`src/rtl/snoop_dispatch_pkg.sv`:
```
// Shared types and helpers for the snooper-side dispatcher and its round-robin picker.
package snoop_dispatch_pkg;

  typedef enum logic [1:0] {
    IDLE  = 2'd0,
    OFFER = 2'd1,
    BUSY  = 2'd2
  } sd_state_t;

  // Index width for N cores; a single core still needs one bit.
  function automatic int unsigned idx_width(input int unsigned n);
    return (n > 1) ? $clog2(n) : 1;
  endfunction

endpackage

```
`src/rtl/snoop_dispatch_rr_pick.sv`:
```
// rr_pick: combinational rotate-priority encoder; searches req starting at ptr+1 (mod N).
module rr_pick
  import snoop_dispatch_pkg::*;
#(
  parameter int unsigned N  = 4,
  parameter int unsigned IW = idx_width(N)
) (
  input  logic [N-1:0]  req,
  input  logic [IW-1:0] ptr,
  output logic          hit,
  output logic [IW-1:0] idx
);

  logic [IW-1:0] w_j;

  always_comb begin
    hit = 1'b0;
    idx = '0;
    w_j = '0;
    for (int unsigned k = 1; k <= N; k++) begin
      w_j = IW'((32'(ptr) + k) % N);
      if (!hit && req[w_j]) begin
        hit = 1'b1;
        idx = w_j;
      end
    end
  end

endmodule

```
`src/rtl/snoop_dispatch.sv`:
```
// snoop_dispatch: round-robin hand-off of snooper packets to N ready cores.
// Optional statistics counters enabled by defining SNOOP_DISPATCH_STATS_EN.
module snoop_dispatch
  import snoop_dispatch_pkg::*;
#(
  parameter int unsigned N                  = 4,
  parameter int unsigned PACKMEM_ADDR_WIDTH = 8,
  parameter int unsigned PACKMEM_DATA_WIDTH = 64,
  parameter int unsigned INC_WIDTH          = 8
) (
  input  logic                          clk,
  input  logic                          rst,
  input  logic [PACKMEM_ADDR_WIDTH-1:0] addr,
  input  logic [PACKMEM_DATA_WIDTH-1:0] wr_data,
  input  logic                          wr_en,
  input  logic [INC_WIDTH-1:0]          byte_inc,
  input  logic                          done,
  output logic                          rdy,
  input  logic                          ack,
  output logic [PACKMEM_ADDR_WIDTH-1:0] sn_addr,
  output logic [PACKMEM_DATA_WIDTH-1:0] sn_wr_data,
  output logic [INC_WIDTH-1:0]          sn_byte_inc,
  output logic [N-1:0]                  sn_wr_en,
  output logic [N-1:0]                  sn_done,
  input  logic [N-1:0]                  rdy_for_sn,
  output logic [N-1:0]                  rdy_for_sn_ack
`ifdef SNOOP_DISPATCH_STATS_EN
  ,
  output logic [31:0]                   pkt_cnt,
  output logic [15:0]                   drop_cnt
`endif
);

  localparam int unsigned IW = idx_width(N);

  sd_state_t     r_state, w_state_next;
  logic [IW-1:0] r_cand, r_sel, r_ptr;
  logic [N-1:0]  r_ack;
  logic [IW-1:0] w_pick_idx;
  logic          w_pick_hit;
  logic          w_take, w_grant;

  rr_pick #(.N(N), .IW(IW)) u_pick (
    .req (rdy_for_sn),
    .ptr (r_ptr),
    .hit (w_pick_hit),
    .idx (w_pick_idx)
  );

  always_ff @(posedge clk or negedge rst) begin
    if (!rst) r_state <= IDLE;
    else      r_state <= w_state_next;
  end

  always_comb begin
    w_state_next = r_state;
    w_take       = 1'b0;
    w_grant      = 1'b0;
    case (r_state)
      IDLE: begin
        if (w_pick_hit) begin
          w_state_next = OFFER;
          w_take       = 1'b1;
        end
      end
      OFFER: begin
        if (ack) begin
          w_state_next = BUSY;
          w_grant      = 1'b1;
        end else if (!rdy_for_sn[r_cand]) begin
          w_state_next = IDLE;
        end
      end
      BUSY: begin
        if (done) w_state_next = IDLE;
      end
      default: w_state_next = IDLE;
    endcase
  end

  // ptr resets to N-1 so the first search after reset begins at core 0.
  always_ff @(posedge clk or negedge rst) begin
    if (!rst) begin
      r_cand <= '0;
      r_sel  <= '0;
      r_ptr  <= IW'(N - 1);
      r_ack  <= '0;
    end else begin
      r_ack <= '0;
      if (w_take) r_cand <= w_pick_idx;
      if (w_grant) begin
        r_sel         <= r_cand;
        r_ptr         <= r_cand;
        r_ack[r_cand] <= 1'b1;
      end
    end
  end

  assign rdy            = (r_state == OFFER);
  assign rdy_for_sn_ack = r_ack;
  assign sn_addr        = addr;
  assign sn_wr_data     = wr_data;
  assign sn_byte_inc    = byte_inc;

  always_comb begin
    sn_wr_en = '0;
    sn_done  = '0;
    if (r_state == BUSY) begin
      sn_wr_en[r_sel] = wr_en;
      sn_done[r_sel]  = done;
    end
  end

`ifdef SNOOP_DISPATCH_STATS_EN
  logic [31:0] r_pkt_cnt;
  logic [15:0] r_drop_cnt;

  always_ff @(posedge clk or negedge rst) begin
    if (!rst) begin
      r_pkt_cnt  <= '0;
      r_drop_cnt <= '0;
    end else begin
      if (r_state == BUSY && done && r_pkt_cnt != '1)
        r_pkt_cnt <= r_pkt_cnt + 32'd1;
      if (r_state != BUSY && wr_en && r_drop_cnt != '1)
        r_drop_cnt <= r_drop_cnt + 16'd1;
    end
  end

  assign pkt_cnt  = r_pkt_cnt;
  assign drop_cnt = r_drop_cnt;
`endif

endmodule

```
`config.mk`:
```
export PLATFORM = sky130hd
export DESIGN_NAME = snoop_dispatch
export DESIGN_NICKNAME = d
export VERILOG_FILES = /design/src/rtl/snoop_dispatch_pkg.sv /design/src/rtl/snoop_dispatch_rr_pick.sv /design/src/rtl/snoop_dispatch.sv
export SDC_FILE = /design/constraint.sdc
export NUM_CORES = 1
export LEC_CHECK = 0
export CORE_UTILIZATION = 24
export DETAILED_ROUTE_END_ITERATION = 10
export GPL_ROUTABILITY_DRIVEN = 0
export GPL_TIMING_DRIVEN = 0
export HOLD_SLACK_MARGIN = 0.06
export PLACE_DENSITY = 0.82
export RECOVER_POWER = 100
export SLEW_MARGIN = 40
export SYNTH_ARGS = -nofsm -noshare
export SYNTH_HDL_FRONTEND = slang
export SYNTH_SLANG_ARGS = --single-unit
```
`constraint.sdc`:
```
create_clock -name clk -period 1.4 [get_ports clk]
set_input_delay 0.21 -clock clk [delete_from_list [all_inputs] [get_ports clk]]
set_output_delay 0.21 -clock clk [all_outputs]
set_load 0.01 [all_outputs]
```
# == Word level (Yosys, flattened, before mapping) ==
# Index checks and enable logic that the tools add are counted.
# totals
ff_bits,12
latchBits,0
ramBits,0
romBits,0
out_inout_bits,93
elab_cells,68
mem_count,0
# classes
add_sub_neg,4
n_mul,0
div_mod_pow,0
magnitude_cmp,8
n_eq_ne,5
shift,0
muxes,34
bitwise,2
n_reduce_logical,10
# op_table
operator,n
$lt 2x3->1 const B,6
$mux 2,8
$mux 1,15
$mux 4,3
$bmux 1 s2,5
$and 4x4->4,2
$pmux 2 s3,1
$logic_and 1x1->1,5
$add 2x1->2 const B,2
$add 2x2->2 const B,2
$demux 1 s2,2
$ge 2x1->1 const B,2
$logic_not 1->1,3
$ne 3x3->1 const B,1
$reduce_and 3->1,1
$eq 2x1->1 const B,1
$eq 2x2->1 const B,1
$logic_not 2->1,1
$ne 2x1->1 const B,1
$ne 2x2->1 const B,1

# == Longest topological paths before layout ==
# Gate-level depths: netlist (run 1).
# logic_depth
word_depth,15
ltp_mapped,4
mapped_depth_nobuf,4

# == By module ==
# A second synthesis (run 1) with hierarchy kept.
# unflattened
cells_unflattened,138
hier_area_um2,1226.2
# by_module_without_submodules
mod,n_inst,cells_each,area_each_um2,seq_area_each_um2
snoop_dispatch,1,124,1134.8,302.8
rr_pick,1,14,91.3,0.0

# == Worst setup path after synthesis (run 1) ==
# OpenSTA, ideal clock, no wires.
# synth_path
path_type,reg-to-output
start,register r_state[0]
end,output port sn_done[1]
t_arrival_ps,989
path_slack_ps,201
stages_incl_launch_ff,4
path_buffers,0
cell_sequence,dfrtp_1 nand2b_1 or2_2 nor2_1
# synth_between
elab_chain_cells,2
# synth_rtl
item,line_no,text
"start, declared",snoop_dispatch.sv:36,"sd_state_t r_state, w_state_next;"
"start signal, assigned",snoop_dispatch.sv:52,else r_state <= w_state_next;
$eq 2x2->1,snoop_dispatch.sv:108,if (r_state == BUSY) begin
$mux 4,snoop_dispatch.sv:108,
"end, declared",snoop_dispatch.sv:24,"output logic [N-1:0] sn_done,"
# No other way between the ends.

# == Worst setup path after layout (run 1) ==
# layout_path
start,register r_state[0]
end,output port sn_wr_en[0]
# layout_between
elab_chain_cells,2
# layout_rtl
item,line_no,text
$eq 2x2->1,snoop_dispatch.sv:108,
$mux 4,snoop_dispatch.sv:108,
"end, declared",snoop_dispatch.sv:23,"output logic [N-1:0] sn_wr_en,"
# No other way between the ends.

==> impl_metrics.env, run 1 <==
export IMPL_outcome="complete, but fails checks"
export IMPL_violations="negative setup slack"
export IMPL_insertion_delay_ns=0.24
export IMPL_viasPerCell=3.93
export IMPL_antenna_left=0
export IMPL_finalCritPeriodShare=1.05
export IMPL_dp_slack_ns=-0.353
export IMPL_ios=182
export IMPL_drive_gt1_frac=0.416
export IMPL_chipHeight_um=73.4
export IMPL_grt_overflow=0
export IMPL_r2r_start="r_cand[1]"
export IMPL_synth_area_per_cell_um2=8.20
export IMPL_rrSetupSlack_ns=0.12
export IMPL_synth_most_common_cell="buf_4"
export IMPL_portBuffers=101
export IMPL_powerDensity_nw_per_um2=879
export IMPL_synth_common_cells="80 x buf_4, 12 x nand2_1, 11 x nor2_1"
export IMPL_h_tree_depth=1
export IMPL_yosysTopAreaCellShare=0.491
export IMPL_drc_errors=0
export IMPL_wl_per_cell_um=10.8
export IMPL_path_class="reg -> out"
export IMPL_reg2regPathDepth=3
export IMPL_holdWs_ns=0.380
export IMPL_syn_inst=149
export IMPL_peakVddDrop_v=0.000321
export IMPL_slew_violations=0
export IMPL_synth_edf_count=0
export IMPL_required_ns=1.19
export IMPL_fin_ws_ns=-0.0689
export IMPL_maxCapViolCount=0
export IMPL_rows=25
export IMPL_die_width_um=73.4
export IMPL_skew_ns=0.00175
export IMPL_die_area_um2=5380
export IMPL_grt_pass1_vias=1182
export IMPL_cp_end_kind="output port"
export IMPL_syn_nets=238
export IMPL_worst_pin_slew_ns=0.521
export IMPL_yosysTopAreaCell="buf_4"
export IMPL_areaGrowthSynthToFinish_pct=94.3
export IMPL_yosysSeqAreaShare=0.248
export IMPL_p_leak_uw=0.00114
export IMPL_ys_ff_latch=12
export IMPL_max_freq_mhz=681
export IMPL_grt_antenna_before_repair=0
export IMPL_design_core_area_um2=4820
export IMPL_cts_made_buffers=3
export IMPL_fillCellCount=480
export IMPL_synth_area_um2=1220
export IMPL_cts_root_buf="clkbuf_8"
export IMPL_dp_cells=317
export IMPL_min_path_type="in -> async"
export IMPL_ys_types=25
export IMPL_final_cells=324
export IMPL_crit_fanout=4
export IMPL_clk_pin_slew_worst_paths_ns=0.05
export IMPL_reg2reg_to="r_state[0]"
export IMPL_drt_initial_drc_count=73
export IMPL_grt_max_degree=13
export IMPL_cts_path_max_buffers=2
export IMPL_nets=347
export IMPL_slew_headroom=0.652
export IMPL_grt_usage=0.114
export IMPL_placed_cell_area_um2=2320
export IMPL_arrival_ns=1.26
export IMPL_rsz0062_at_grt="true"
export IMPL_cts_tree="yes"
export IMPL_ys_flop_type="dfrtp_1"
export IMPL_grt_pass1_wl_um=4800
export IMPL_num_vias=1273
export IMPL_dr_pass1_iters=4
export IMPL_total_power_uw=2090
export IMPL_start_util=0.254
export IMPL_synth_area_leaders="buf_4 49%, dfrtp_1 20%, dfstp_2 4.3%"
export IMPL_period_needed_ns=1.47
export IMPL_async_flop_share=1.00
export IMPL_finalHoldViolCount=0
export IMPL_hpwl_um=3050
export IMPL_crit_path_start_kind="flop"
export IMPL_diodes=0
export IMPL_ys_warnings_count=0
export IMPL_wirelength_um=3510
export IMPL_setup_viol=7
export IMPL_fin_area_um2=2370
export IMPL_cts_num_sinks=12
[what timing repair did]
item                       4_1_cts  5_1_grt
resized for setup               40        3
hold buffers                     0        0
pin swaps                        2        3
setup buffers                    3        0
setup endpoints to repair       10        9
[kinds of logic after synthesis]
logic type,after synthesis,synth area share
buf+inv,82,0.497
simple gates,41,0.167
compound gates,13,0.0665
flops,12,0.248
mux,1,0.0215
[power by group]
group | leakage [uW] | internal, uW | switching (uW)
clock network | 0.0000288 | 249 | 131
registers | 0.000148 | 502 | 158
logic | 0.000966 | 613 | 434
total | 0.00114 | 1360 | 724
[worst max-delay path: stages (launching register included)]
cell,delay (ns)
dfrtp_1,0.39
nand2b_4,0.15
or2_4,0.25
nor2_1,0.09
buf_2,0.13
[layer usage]
metal  up-vias  track usage  routed length, um  share of wire
met2        91        0.229               2010           0.57
met3         5       0.0274                365           0.10
li1        617            -                  -              -
met1       560        0.106               1090           0.31
met4         0       0.0513                 46          0.013
met5         -            0                  0              0
[per-stage QoR]
stage / util / setup TNS, ns
6_report: 0.493 / -0.290
5_1_grt: 0.493 / -0.751
4_1_cts: 0.491 / -0.213
3_5_place_dp: 0.481 / -2.84
3_3_place_gp: 0.481 / -2.66
2_1_floorplan: - / 0
[flip-flops by register name, indices dropped and copies added (netlist names)]
signal,flops
r_sel,2
r_ptr,2
rdy_for_sn_ack,4
r_state,2
r_cand,2
[layout make-up]
cell class | instances | area, um2 | share of cell area
flip-flops and latches | 12 | 304 | 0.128
inverters | 2 | 7.51 | 0.00316
multi-input cells | 55 | 334 | 0.141
well taps | 67 | 83.8 | 0.0353
plain buffers | 80 | 601 | 0.253
repair buffers | 104 | 990 | 0.417
clock buffers | 4 | 55.1 | 0.0232
[cells in the final DEF, fill, tap and decap left out, types with 2 or more instances in the layout]
master,count
a21oi_1,4
buf_2,8
buf_4,83
clkbuf_8,4
clkdlybuf4s50_1,9
dfrtp_1,9
dfstp_2,2
dlygate4sd2_1,3
dlygate4sd3_1,81
inv_1,2
nand2_1,12
nand2b_1,4
nand3b_1,3
nor2_1,7
nor2_2,5
nor3_1,2
o21ai_0,4
[worst max-delay path by stage]
stage | slack (ns) | startpoint | endpoint
6_report | -0.07 | r_state[0] | sn_wr_en[0]
3_3_place_gp | -0.35 | rdy_for_sn[1] | r_cand[0]
2_1_floorplan | 0.20 | r_state[0] | sn_done[1]
3_5_place_dp | -0.35 | rdy_for_sn[1] | r_cand[0]
4_1_cts | -0.05 | r_state[0] | sn_done[0]
5_1_grt | -0.13 | r_state[0] | sn_done[1]
Note: power is estimated with default switching activity, not from simulation.
==> inputs of run 2 (changes only) <==
--- a/config.mk
+++ b/config.mk
@@ -5,6 +5,7 @@
 export SDC_FILE = /design/constraint.sdc
 export NUM_CORES = 1
 export LEC_CHECK = 0
+export CAP_MARGIN = 20
 export CORE_UTILIZATION = 24
 export DETAILED_ROUTE_END_ITERATION = 10
 export GPL_ROUTABILITY_DRIVEN = 0
==> results of run 2 <==
The final DEF is identical to that of run 1; final timing and power are the same.
